### config.mk
export PLATFORM = sky130hd
export DESIGN_NAME = sccb_config_sequencer
export DESIGN_NICKNAME = d
export VERILOG_FILES = /design/src/rtl/sccb_pkg.sv /design/src/rtl/sccb_write_engine.sv /design/src/rtl/sccb_config_sequencer.sv
export SDC_FILE = /design/constraint.sdc
export NUM_CORES = 1
export LEC_CHECK = 0
export ABC_AREA = 1
export CORE_ASPECT_RATIO = 1.5
export CORE_UTILIZATION = 40
export DETAILED_ROUTE_END_ITERATION = 16
export HOLD_SLACK_MARGIN = 0.12
export PLACE_DENSITY = 0.63
export SLEW_MARGIN = 0
export SYNTH_ARGS = -nofsm -noshare
export SYNTH_HDL_FRONTEND = slang
export SYNTH_SLANG_ARGS = --single-unit
### constraint.sdc
create_clock -name clk -period 1.9 [get_ports clk]
set_input_delay 0.38 -clock clk [delete_from_list [all_inputs] [get_ports clk]]
set_output_delay 0.38 -clock clk [all_outputs]
set_load 0.005 [all_outputs]
### src/rtl/sccb_pkg.sv
// Shared types and constants for the SCCB register-table sequencer.
package sccb_pkg;

  // Table-walk states of the top-level sequencer.
  typedef enum logic [2:0] {
    S_IDLE   = 3'd0,
    S_FETCH  = 3'd1,
    S_DECODE = 3'd2,
    S_WRITE  = 3'd3,
    S_WAIT   = 3'd4,
    S_FINISH = 3'd5
  } seq_state_e;

  // Bus-level states of the 3-phase write engine.
  typedef enum logic [2:0] {
    E_IDLE  = 3'd0,
    E_START = 3'd1,
    E_BITS  = 3'd2,
    E_STOP  = 3'd3,
    E_GAP   = 3'd4
  } eng_state_e;

  // Table markers.
  localparam logic [15:0] END_MARKER   = 16'hFFFF;
  localparam logic [15:0] DELAY_MARKER = 16'hFFF0;

  // Three bytes of 8 data bits plus one ack bit each.
  localparam int          BITS_PER_WRITE = 27;
  localparam logic [3:0]  ACK_BIT        = 4'd8;

  // Quarter phases of one SCL period.
  localparam logic [1:0] Q0 = 2'd0;
  localparam logic [1:0] Q1 = 2'd1;
  localparam logic [1:0] Q2 = 2'd2;
  localparam logic [1:0] Q3 = 2'd3;

endpackage

### src/rtl/sccb_write_engine.sv
// One SCCB 3-phase write: start condition, 27 bits, stop condition, one idle
// quarter. Handshake: word_i is accepted on a cycle where go_i and ready_o are
// both high; ready_o is high exactly while idle and never depends on go_i.
// done_o pulses in the final cycle of the idle gap quarter.
module sccb_write_engine
  import sccb_pkg::*;
#(
  parameter int CLK_DIV = 125
) (
  input  logic        clk,
  input  logic        reset,
  input  logic        go_i,
  input  logic [23:0] word_i,
  output logic        ready_o,
  output logic        done_o,
  output logic        nack_o,
  output logic        scl_o,
  output logic        sda_oe_o,
  input  logic        sda_i,
  output eng_state_e  state_o
);

  localparam int DW = $clog2(CLK_DIV);

  eng_state_e  state_q, state_d;
  logic [DW-1:0] div_q, div_d;
  logic [1:0]  qtr_q, qtr_d;
  logic [4:0]  bit_q, bit_d;
  logic [3:0]  bib_q, bib_d;
  logic [23:0] sh_q, sh_d;
  logic        scl_q, scl_d;
  logic        sda_oe_q, sda_oe_d;
  logic        tick;

  assign tick     = (div_q == DW'(CLK_DIV - 1));
  assign scl_o    = scl_q;
  assign sda_oe_o = sda_oe_q;
  assign state_o  = state_q;

  // State register; reset releases the bus immediately with no stop condition.
  always_ff @(posedge clk) begin
    if (reset) begin
      state_q  <= E_IDLE;
      div_q    <= '0;
      qtr_q    <= Q0;
      bit_q    <= '0;
      bib_q    <= '0;
      sh_q     <= '0;
      scl_q    <= 1'b1;
      sda_oe_q <= 1'b0;
    end else begin
      state_q  <= state_d;
      div_q    <= div_d;
      qtr_q    <= qtr_d;
      bit_q    <= bit_d;
      bib_q    <= bib_d;
      sh_q     <= sh_d;
      scl_q    <= scl_d;
      sda_oe_q <= sda_oe_d;
    end
  end

  // Next state: pin levels for a quarter are registered at its first cycle.
  always_comb begin
    state_d  = state_q;
    div_d    = div_q;
    qtr_d    = qtr_q;
    bit_d    = bit_q;
    bib_d    = bib_q;
    sh_d     = sh_q;
    scl_d    = scl_q;
    sda_oe_d = sda_oe_q;
    ready_o  = 1'b0;
    done_o   = 1'b0;
    nack_o   = 1'b0;
    if (state_q != E_IDLE) div_d = tick ? '0 : div_q + DW'(1);
    case (state_q)
      E_IDLE: begin
        ready_o  = 1'b1;
        div_d    = '0;
        scl_d    = 1'b1;
        sda_oe_d = 1'b0;
        if (go_i) begin
          state_d  = E_START;
          qtr_d    = Q0;
          sh_d     = word_i;
          sda_oe_d = 1'b1;            // SDA falls while SCL is high
        end
      end
      E_START: if (tick) begin
        if (qtr_q == Q0) begin
          qtr_d = Q1;
          scl_d = 1'b0;
        end else begin
          state_d  = E_BITS;
          qtr_d    = Q0;
          bit_d    = '0;
          bib_d    = '0;
          sda_oe_d = ~sh_q[23];
        end
      end
      E_BITS: if (tick) begin
        case (qtr_q)
          Q0: qtr_d = Q1;
          Q1: begin
            qtr_d = Q2;
            scl_d = 1'b1;
          end
          Q2: begin
            qtr_d = Q3;
            if (bib_q == ACK_BIT && sda_i) nack_o = 1'b1;
          end
          default: begin
            qtr_d = Q0;
            scl_d = 1'b0;
            if (bit_q == 5'(BITS_PER_WRITE - 1)) begin
              state_d  = E_STOP;
              sda_oe_d = 1'b1;
            end else begin
              bit_d = bit_q + 5'd1;
              if (bib_q == ACK_BIT) begin
                bib_d    = '0;
                sda_oe_d = ~sh_q[23];
              end else begin
                sh_d     = {sh_q[22:0], 1'b0};
                bib_d    = bib_q + 4'd1;
                // Release SDA for the slave's ack slot.
                sda_oe_d = (bib_q == ACK_BIT - 4'd1) ? 1'b0 : ~sh_q[22];
              end
            end
          end
        endcase
      end
      E_STOP: if (tick) begin
        case (qtr_q)
          Q0: begin
            qtr_d = Q1;
            scl_d = 1'b1;
          end
          Q1: begin
            qtr_d    = Q2;
            sda_oe_d = 1'b0;           // SDA rises while SCL is high
          end
          default: begin
            state_d = E_GAP;
            qtr_d   = Q0;
          end
        endcase
      end
      E_GAP: if (tick) begin
        state_d = E_IDLE;
        done_o  = 1'b1;
      end
      default: state_d = E_IDLE;
    endcase
  end

endmodule

### src/rtl/sccb_config_sequencer.sv
// Walks a register table in an external synchronous ROM and writes each entry
// to the camera sensor over SCCB; handles end and delay markers.
module sccb_config_sequencer
  import sccb_pkg::*;
#(
  parameter int          CLK_DIV      = 125,
  parameter logic [7:0]  DEVICE_ID    = 8'h42,
  parameter int          ROM_DEPTH    = 256,
  parameter int          DELAY_CYCLES = 500000,
  localparam int         AW           = (ROM_DEPTH > 1) ? $clog2(ROM_DEPTH) : 1
) (
  input  logic          clk,
  input  logic          reset,
  input  logic          start,
  output logic [AW-1:0] rom_addr,
  input  logic [15:0]   rom_data,
  output logic          scl,
  output logic          sda_oe,
  input  logic          sda_i,
  output logic          busy,
  output logic          done,
  output logic          nack_err,
  output seq_state_e    dbg_state,
  output eng_state_e    dbg_eng_state
);

  localparam int DLW = $clog2(DELAY_CYCLES + 1);

  seq_state_e     state_q, state_d;
  logic [AW-1:0]  addr_q, addr_d;
  logic [DLW-1:0] delay_q, delay_d;
  logic           busy_q, busy_d;
  logic           done_q, done_d;
  logic           nack_q, nack_d;
  logic           eng_go, eng_ready, eng_done, eng_nack;

  assign rom_addr  = addr_q;
  assign busy      = busy_q;
  assign done      = done_q;
  assign nack_err  = nack_q;
  assign dbg_state = state_q;

  sccb_write_engine #(.CLK_DIV(CLK_DIV)) u_engine (
    .clk      (clk),
    .reset    (reset),
    .go_i     (eng_go),
    .word_i   ({DEVICE_ID, rom_data}),
    .ready_o  (eng_ready),
    .done_o   (eng_done),
    .nack_o   (eng_nack),
    .scl_o    (scl),
    .sda_oe_o (sda_oe),
    .sda_i    (sda_i),
    .state_o  (dbg_eng_state)
  );

  // State register and sticky status flags.
  always_ff @(posedge clk) begin
    if (reset) begin
      state_q <= S_IDLE;
      addr_q  <= '0;
      delay_q <= '0;
      busy_q  <= 1'b0;
      done_q  <= 1'b0;
      nack_q  <= 1'b0;
    end else begin
      state_q <= state_d;
      addr_q  <= addr_d;
      delay_q <= delay_d;
      busy_q  <= busy_d;
      done_q  <= done_d;
      nack_q  <= nack_d;
    end
  end

  // Table walk. rom_data for the new address is valid in DECODE, one cycle
  // after FETCH presents it; the engine latches the full word on go.
  always_comb begin
    state_d = state_q;
    addr_d  = addr_q;
    delay_d = delay_q;
    busy_d  = busy_q;
    done_d  = done_q;
    nack_d  = nack_q | eng_nack;
    eng_go  = 1'b0;
    case (state_q)
      S_IDLE: if (start) begin
        busy_d  = 1'b1;
        done_d  = 1'b0;
        nack_d  = 1'b0;
        addr_d  = '0;
        state_d = S_FETCH;
      end
      S_FETCH: state_d = S_DECODE;
      S_DECODE: begin
        if (rom_data == END_MARKER) begin
          state_d = S_FINISH;
        end else if (rom_data == DELAY_MARKER) begin
          delay_d = '0;
          state_d = S_WAIT;
        end else if (eng_ready) begin
          eng_go  = 1'b1;
          state_d = S_WRITE;
        end
      end
      S_WRITE: if (eng_done) begin
        if (addr_q == AW'(ROM_DEPTH - 1)) begin
          state_d = S_FINISH;
        end else begin
          addr_d  = addr_q + AW'(1);
          state_d = S_FETCH;
        end
      end
      S_WAIT: begin
        if (delay_q == DLW'(DELAY_CYCLES - 1)) begin
          if (addr_q == AW'(ROM_DEPTH - 1)) begin
            state_d = S_FINISH;
          end else begin
            addr_d  = addr_q + AW'(1);
            state_d = S_FETCH;
          end
        end else begin
          delay_d = delay_q + DLW'(1);
        end
      end
      S_FINISH: begin
        busy_d  = 1'b0;
        done_d  = 1'b1;
        state_d = S_IDLE;
      end
      default: state_d = S_IDLE;
    endcase
  end

endmodule

==> summary.md, run 1 <==
| Metric | Value |
|---|---|
| Outcome | `finished, final reports clean` |
| H-tree Lvls | `3` |
| Clk Latency, worst-skew pair | `between 0.3 and 0.4 ns` |
| Endpoints failing setup | `0` |
| Yosys top cell area share | `a little over a third` |
| Max-slew headroom | `between 70% and 80%` |
| Routed length per instance | `about 12 µm` |
| Startpoint Class | `flip-flop` |
| Initial antenna violation count | `0` |
| Io pins | `39` |
| Synthesized Nets | `roughly 750` |
| Sink Count | `80` |
| Share of layout cells above drive strength 1 | `12.6%` |
| Ys Warns | `0` |
| Comb power frac | `37.8%` |
| Worst Hold Class | `reg -> reg` |
| Die Wd | `roughly 89 µm` |
| GPL Wtd Cong | `0.912` |
| Async SR Flop Fraction | `0%` |
| Post-synth top area cell | `dfxtp_1` |
| Commonest non-fill, non-tap cell in the layout | `nand2_1` |
| Number of I/O port buffers | `38` |
| Multi-input gate area | `0.00260 mm²` |
| Worst path bufs/invs | `1` |
| Final period util | `97.3%` |
| Largest cells by area after synthesis | `dfxtp_1 35%, nand2_1 16%, nor2_1 9.7%` |
| Critical Path Sink Type | `output pin` |
| Worst slew pin tran | `between 0.4 and 0.5 ns` |
| Die height | `133 µm` |
| First-pass GRT wire length | `approximately 19 mm` |
| Flop pwr share | `32.0%` |
| Crit-path max cell delay | `between 0.5 and 0.6 ns` |
| Nets | `~820` |
| Worst path depth | `1` |
| Commonest cells after routing, fill and taps aside | `191 x nand2_1, 117 x nor2_1, 79 x inv_1` |
| CTS Buf Count | `9` |
| FF+latch count, synth | `80` |
| Hold Worst Slack | `around 0.45 ns` |
| Initial DRC count | `~200` |
| Peak Freq | `roughly 540 MHz` |
| Final min period | `1.85 ns` |
| Post-cts hold buffer count | `0` |
| DRC Markers | `0` |
| Required @ worst endpoint | `1.52 ns` |
| Post-route total power | `6.50 mW` |
| Total grt overflow | `0` |
| Vias | `4650` |
| Post-DRT Antenna Nets | `0` |
| Worst-path cell chain | `clkdlybuf4s50_1` |
| Via-per-instance ratio | `4.94` |
| Area grow syn2layout | `26.6%` |
| Clock share of power | `roughly 30%` |
| Maxcap violations | `0` |
| Initial Util | `between 40% and 50%` |
| Critical Path AT | `1.47 ns` |
| Pwr Density | `about 1100 mW/mm²` |
| Clock-pin slew of the registers on the worst-case setup and hold paths | `roughly 0.06 ns` |
| Sw Ratio | `between 30% and 40%` |
| Switching power | `~2.3 mW` |
| Filler cells | `around 1100` |
| WHS Path Cells | `1` |
| Top_reg_cell synth | `dfxtp_1` |
| Post-synthesis cell area | `between 0.004 and 0.005 mm²` |
| Post-DP HPWL | `slightly above 8 mm` |
| GRT Resource Usage Total | `20.1%` |
| CTS Buffer Depth | `2` |
| Die Area | `approximately 0.012 mm²` |
| Max Slew Vio Count | `0` |
| Critical setup path kind | `reg -> out` |
| Register area | `0.00161 mm²` |
| Max FO, Critical Path | `7` |
| EDFF count, synth | `0` |
| CP max-delay cell | `clkdlybuf4s50_1` |
| Delay-heaviest family, CP | `buffers and inverters` |
| Mean post-synth cell area | `approximately 6.4 µm²` |
| Final Hold Viols | `0` |
| Yosys cell types | `39` |
| DRT Pass-1 Iters | `5` |
| Largest net degree at the start of global routing | `36` |
| Routed WL | `around 11 mm` |
| Seq/Total Area, Yosys | `a little over a third` |
| Root Driver | `clkbuf_16` |
| CTS tree | `yes` |
| Synth Instances | `719` |
| N_diodes | `0` |
| R2R depth | `9` |
| Maximum VDD drop | `approximately 0.94 mV` |
| Core area | `roughly 0.011 mm²` |
| Fin Clk Skew | `between 0.007 and 0.008 ns` |
| Leakage | `between 2 and 2.5 nW` |
| FP Rows | `between 40 and 50` |
| Vias in the first global route | `approximately 4300` |
| Power Internal | `4.23 mW` |
[power groups by stage]
| stage | Combinational [mW] | Sequential [mW] | Clock (mW) |
|---|---|---|---|
| 2_1_floorplan | 1.65 | 2.08 | 0 |
| 3_3_place_gp | 2.17 | 2.10 | 0 |
| 3_5_place_dp | 2.21 | 2.12 | 0 |
| 4_1_cts | 2.24 | 2.08 | 2.01 |
| 5_1_grt | 2.81 | 2.11 | 2.09 |
| 6_report | 2.46 | 2.08 | 1.97 |
[Yosys cell counts, types with 2 or more instances]
cell type,n
a21oi_2,2
nand2_4,3
nand4_1,8
ha_1,13
o21ai_0,50
clkinv_1,3
buf_4,3
dfxtp_1,80
nor3_1,12
buf_6,3
nor2_1,119
nand3_1,41
inv_1,82
nor2_4,2
nand2_1,194
buf_2,2
or2_2,6
o22ai_1,2
nand2_2,6
a21oi_1,47
clkbuf_1,10
xor2_1,13
nand3_2,2
[per-layer routing]
metal	vias to the layer above	part of all wire [%]	GRT usage, %
met4	0	1.9	7.58
met2	79	54	36.6
met3	17	2.8	4.52
met5	-	0	0
li1	2417	-	-
met1	2137	41	21.9
[stage by stage]
stage,area (µm²),setup slack (ns),utilization [%],TNS [ns],instances
finish,5810,0.0510,52.3,0,942
floorplan,4590,0.236,-,0,719
global route,5810,-0.0281,52.3,-0.0750,942
CTS,5610,0.0366,50.5,0,928
global placement,5270,-0.208,47.4,-7.43,912
detailed placement,5270,-0.304,47.4,-9.28,912
[worst paths after layout]
check,start,to,slack (ns)
setup reg to reg,u_engine.qtr_q[0],u_engine.bit_q[3],0.11
hold reg to reg,u_engine.div_q[5],u_engine.div_q[5],0.45
setup / recovery,dbg_state[2],dbg_state[2],0.05
hold / removal,u_engine.div_q[5],u_engine.div_q[5],0.45
[area by class of cell]
cell class                      instances  area share (%)
Clock inverter                          5            1.81
Timing Repair Buffer                   79            12.8
Timing Repair inverter                  1           0.129
Multi-Input combinational cell        533            44.7
Tap cell                              147            3.17
Sequential cell                        80            27.7
Clock buffer                           11            4.01
Inverter                               86            5.73
[registers in the layout, indices dropped and copies added, names as in the netlist]
register           cells
u_engine.sh_q         24
delay_q               19
rom_addr               8
u_engine.div_q         7
u_engine.bit_q         5
u_engine.bib_q         4
dbg_state              3
u_engine.state_o       3
u_engine.qtr_q         2
busy                   1
done                   1
nack_err               1
u_engine.scl_o         1
u_engine.sda_oe_o      1
[kinds of logic (layout without fill, tap and decap cells)]
kind of cell	Yosys count	count (layout)	synth area share, %
xor gates and xnor gates	13	13	2.48
AOI/OAI and AO/OA	109	109	12.7
buffers and inverters	106	182	9.76
DFF	80	80	34.9
adders and majority gates	13	13	3.54
and+or+nand+nor	398	398	36.6
[what timing repair did]
action / 4_1_cts / 5_1_grt
resized for setup: 1 / 28
buffers inserted: 0 / 12
pin swaps: 0 / 6
setup endpoints to repair: 4 / 29
cloned: 0 / 2
Power figures use the tool's default switching activity.
==> run 2: changes to the inputs <==
--- a/config.mk
+++ b/config.mk
@@ -7,10 +7,10 @@
 export LEC_CHECK = 0
 export ABC_AREA = 1
 export CORE_ASPECT_RATIO = 1.5
-export CORE_UTILIZATION = 40
+export CORE_UTILIZATION = 50
 export DETAILED_ROUTE_END_ITERATION = 16
 export HOLD_SLACK_MARGIN = 0.12
-export PLACE_DENSITY = 0.63
+export PLACE_DENSITY = 0.74
 export SLEW_MARGIN = 0
 export SYNTH_ARGS = -nofsm -noshare
 export SYNTH_HDL_FRONTEND = slang
==> summary.md, run 2 (synthesis results as in run 1) <==
| Metric | Value |
|---|---|
| Outcome | `finished, final reports clean` |
| Critical setup path kind | `reg -> reg` |
| GRT Resource Usage Total | `24.7% (+4.6 points)` |
| N_diodes | `0 (unchanged)` |
| Required @ worst endpoint | `2.13 ns (+0.61 ns)` |
| Die Area | `0.00957 mm² (-20%)` |
| Max FO, Critical Path | `4 (-3)` |
| DRT Pass-1 Iters | `4 (-1)` |
| Vias in the first global route | `4292 (+0.87%)` |
| Routed length per instance | `12.8 µm (+5.2%)` |
| Peak Freq | `548 MHz (+1.3%)` |
| CTS Buf Count | `9 (unchanged)` |
| Hold Path Origin | `u_engine.div_q[5]` |
| Vias | `4664 (+0.30%)` |
| Share of layout cells above drive strength 1 | `12.3% (-0.32 points)` |
| Final min period | `1.82 ns (-0.0241 ns)` |
| Io pins | `39 (unchanged)` |
| Worst-path cell chain | `inv_1 -> ha_1 -> nand2_1 -> nor2_1 -> nand2_1 -> nand3_2 -> nor2_4 -> nand3_4 -> buf_4 -> buf_4 -> nand2_1 -> a21oi_1` |
| Total grt overflow | `0 (unchanged)` |
| Initial DRC count | `245 (+26%)` |
| Initial antenna violation count | `0 (unchanged)` |
| Reg-to-Reg Start | `u_engine.bib_q[1]` |
| Cell mode on critical path | `nand2_1` |
| Number of I/O port buffers | `38 (unchanged)` |
| Initial Util | `51.7% (+10 points)` |
| Post-DP HPWL | `8.37 mm (+0.68%)` |
| Fin Clk Skew | `0.00812 ns (+0.000720 ns)` |
| FP Rows | `42 (-11%)` |
| Clock-pin slew of the registers on the worst-case setup and hold paths | `0.07 ns (about the same)` |
| Die Wd | `80.2 µm (-10%)` |
| Endpoints failing setup | `0 (unchanged)` |
| Root Driver | `clkbuf_16` |
| GPL Wtd Cong | `0.903 (-0.97%)` |
| Top reg by flops | `u_engine.sh_q` |
| Sink Count | `80 (unchanged)` |
| Delay-heaviest family, CP | `simple AND/OR/NAND/NOR gates` |
| H-tree Lvls | `3 (unchanged)` |
| Filler cells | `781 (-27%)` |
| Final Hold Viols | `0 (unchanged)` |
| CP max-delay cell | `dfxtp_1` |
| First-pass GRT wire length | `18.5 mm (-1.6%)` |
| Clk Latency, worst-skew pair | `0.35 ns (about the same)` |
| Worst Hold Class | `reg -> reg` |
| Startpoint Class | `flip-flop` |
| Area grow syn2layout | `25.1%` |
| Die height | `119 µm (-10%)` |
| Max reg flops | `24 (unchanged)` |
| Maxcap violations | `0 (unchanged)` |
| Max Slew Vio Count | `0 (unchanged)` |
| Commonest non-fill, non-tap cell in the layout | `nand2_1` |
| RSZ-0062 raised after global routing | `yes` |
| Setup Total Neg Slack | `0 ns (unchanged)` |
| Via-per-instance ratio | `5.18 (+4.9%)` |
| Maximum VDD drop | `0.970 mV (+3.1%)` |
| DRC Markers | `0 (unchanged)` |
| CTS tree | `yes` |
| Post-DRT Antenna Nets | `0 (unchanged)` |
| Layout Utilization | `64.6% (+12 points)` |
| Commonest cells after routing, fill and taps aside | `191 x nand2_1, 115 x nor2_1, 80 x inv_1` |
| Final period util | `96.0% (-1.3 points)` |
| Nets | `819 (-0.49%)` |
| Core area | `0.00888 mm² (-20%)` |
| Post-cts hold buffer count | `0 (unchanged)` |
| Worst slew pin tran | `0.394 ns (-0.0508 ns)` |
| Max-slew headroom | `73.5% (+3.4 points)` |
| Crit-path max cell delay | `0.40 ns (-0.17 ns)` |
| Crit path from | `u_engine.bib_q[1]` |
| Worst path bufs/invs | `3 (+2)` |
| Critical Path Sink Type | `flip-flop` |
| CTS Buffer Depth | `2 (unchanged)` |
| Largest net degree at the start of global routing | `36 (unchanged)` |
| Critical Path AT | `2.06 ns (+0.59 ns)` |
| Leakage | `2.41 nW (-0.89%)` |
| Routed WL | `11.5 mm (+0.62%)` |
| Pwr Density | `1130 mW/mm² (+0.83%)` |
run 2: metal layers:
layer  routed length (µm)  part of all wire, %  track usage [%]
met1                 4550                   40             25.7
met2                 6220                   54             44.8
met3                  283                  2.5             3.30
met4                  469                  4.1             16.1
met5                    0                    0                0
run 2: worst register-to-register path, delay by kind of cell (launching register included):
family	cells	cell delay (ns)
simple gates	7	0.72
flops	1	0.40
buf+inv	3	0.36
fa+ha+maj	1	0.17
compound gates	1	0.05
run 2: cell type report:
cell class | count | area (µm²) | area share [%]
Inverter | 86 | 333 | 5.80
Clock inverter | 6 | 90.1 | 1.57
Sequential cell | 80 | 1610 | 28.0
Clock buffer | 10 | 239 | 4.16
Tap cell | 110 | 138 | 2.40
Timing Repair Buffer | 75 | 721 | 12.6
Multi-Input combinational cell | 533 | 2610 | 45.4
Timing Repair inverter | 1 | 7.51 | 0.131
run 2: what timing repair did:
action / CTS / global route
buffers inserted: 0 / 6
hold endpoints to repair: 0 / 0
gates resized for setup: 0 / 25
endpoints found under the setup margin: 0 / 53
run 2: final timing paths:
check,endpoint,slack (ns),cells after the start
setup / recovery,u_engine.sh_q[23],0.08,12
hold / removal,u_engine.div_q[5],0.45,1
setup reg to reg,u_engine.sh_q[23],0.08,12
hold reg to reg,u_engine.div_q[5],0.45,1
run 2: power by group:
part / internal [mW] / switching, mW / leakage [nW]
Sequential: 1.94 / 0.131 / 0.651
Combinational: 1.02 / 1.48 / 1.60
Clock: 1.19 / 0.712 / 0.159
run 2: per-stage QoR:
step                      area, µm²  hold WS, ns  setup WS, ns  power [mW]  cells
final                          5740        0.453        0.0751        6.48    901
after CTS                      5580        0.457        0.0148        6.26    893
after global placement         5250        0.430        -0.162        4.31    877
after detailed placement       5250        0.439        -0.208        4.35    877
after global routing           5740        0.480       -0.0525        6.90    901
after floorplan                4590        0.417         0.236        3.73    719
==> run 3: changes to the inputs <==
--- a/config.mk
+++ b/config.mk
@@ -6,6 +6,7 @@
 export NUM_CORES = 1
 export LEC_CHECK = 0
 export ABC_AREA = 1
+export CAP_MARGIN = 10
 export CORE_ASPECT_RATIO = 1.5
 export CORE_UTILIZATION = 50
 export DETAILED_ROUTE_END_ITERATION = 16
==> results of run 3 <==
No change in the layout: final DEF, timing and power equal those of run 2.
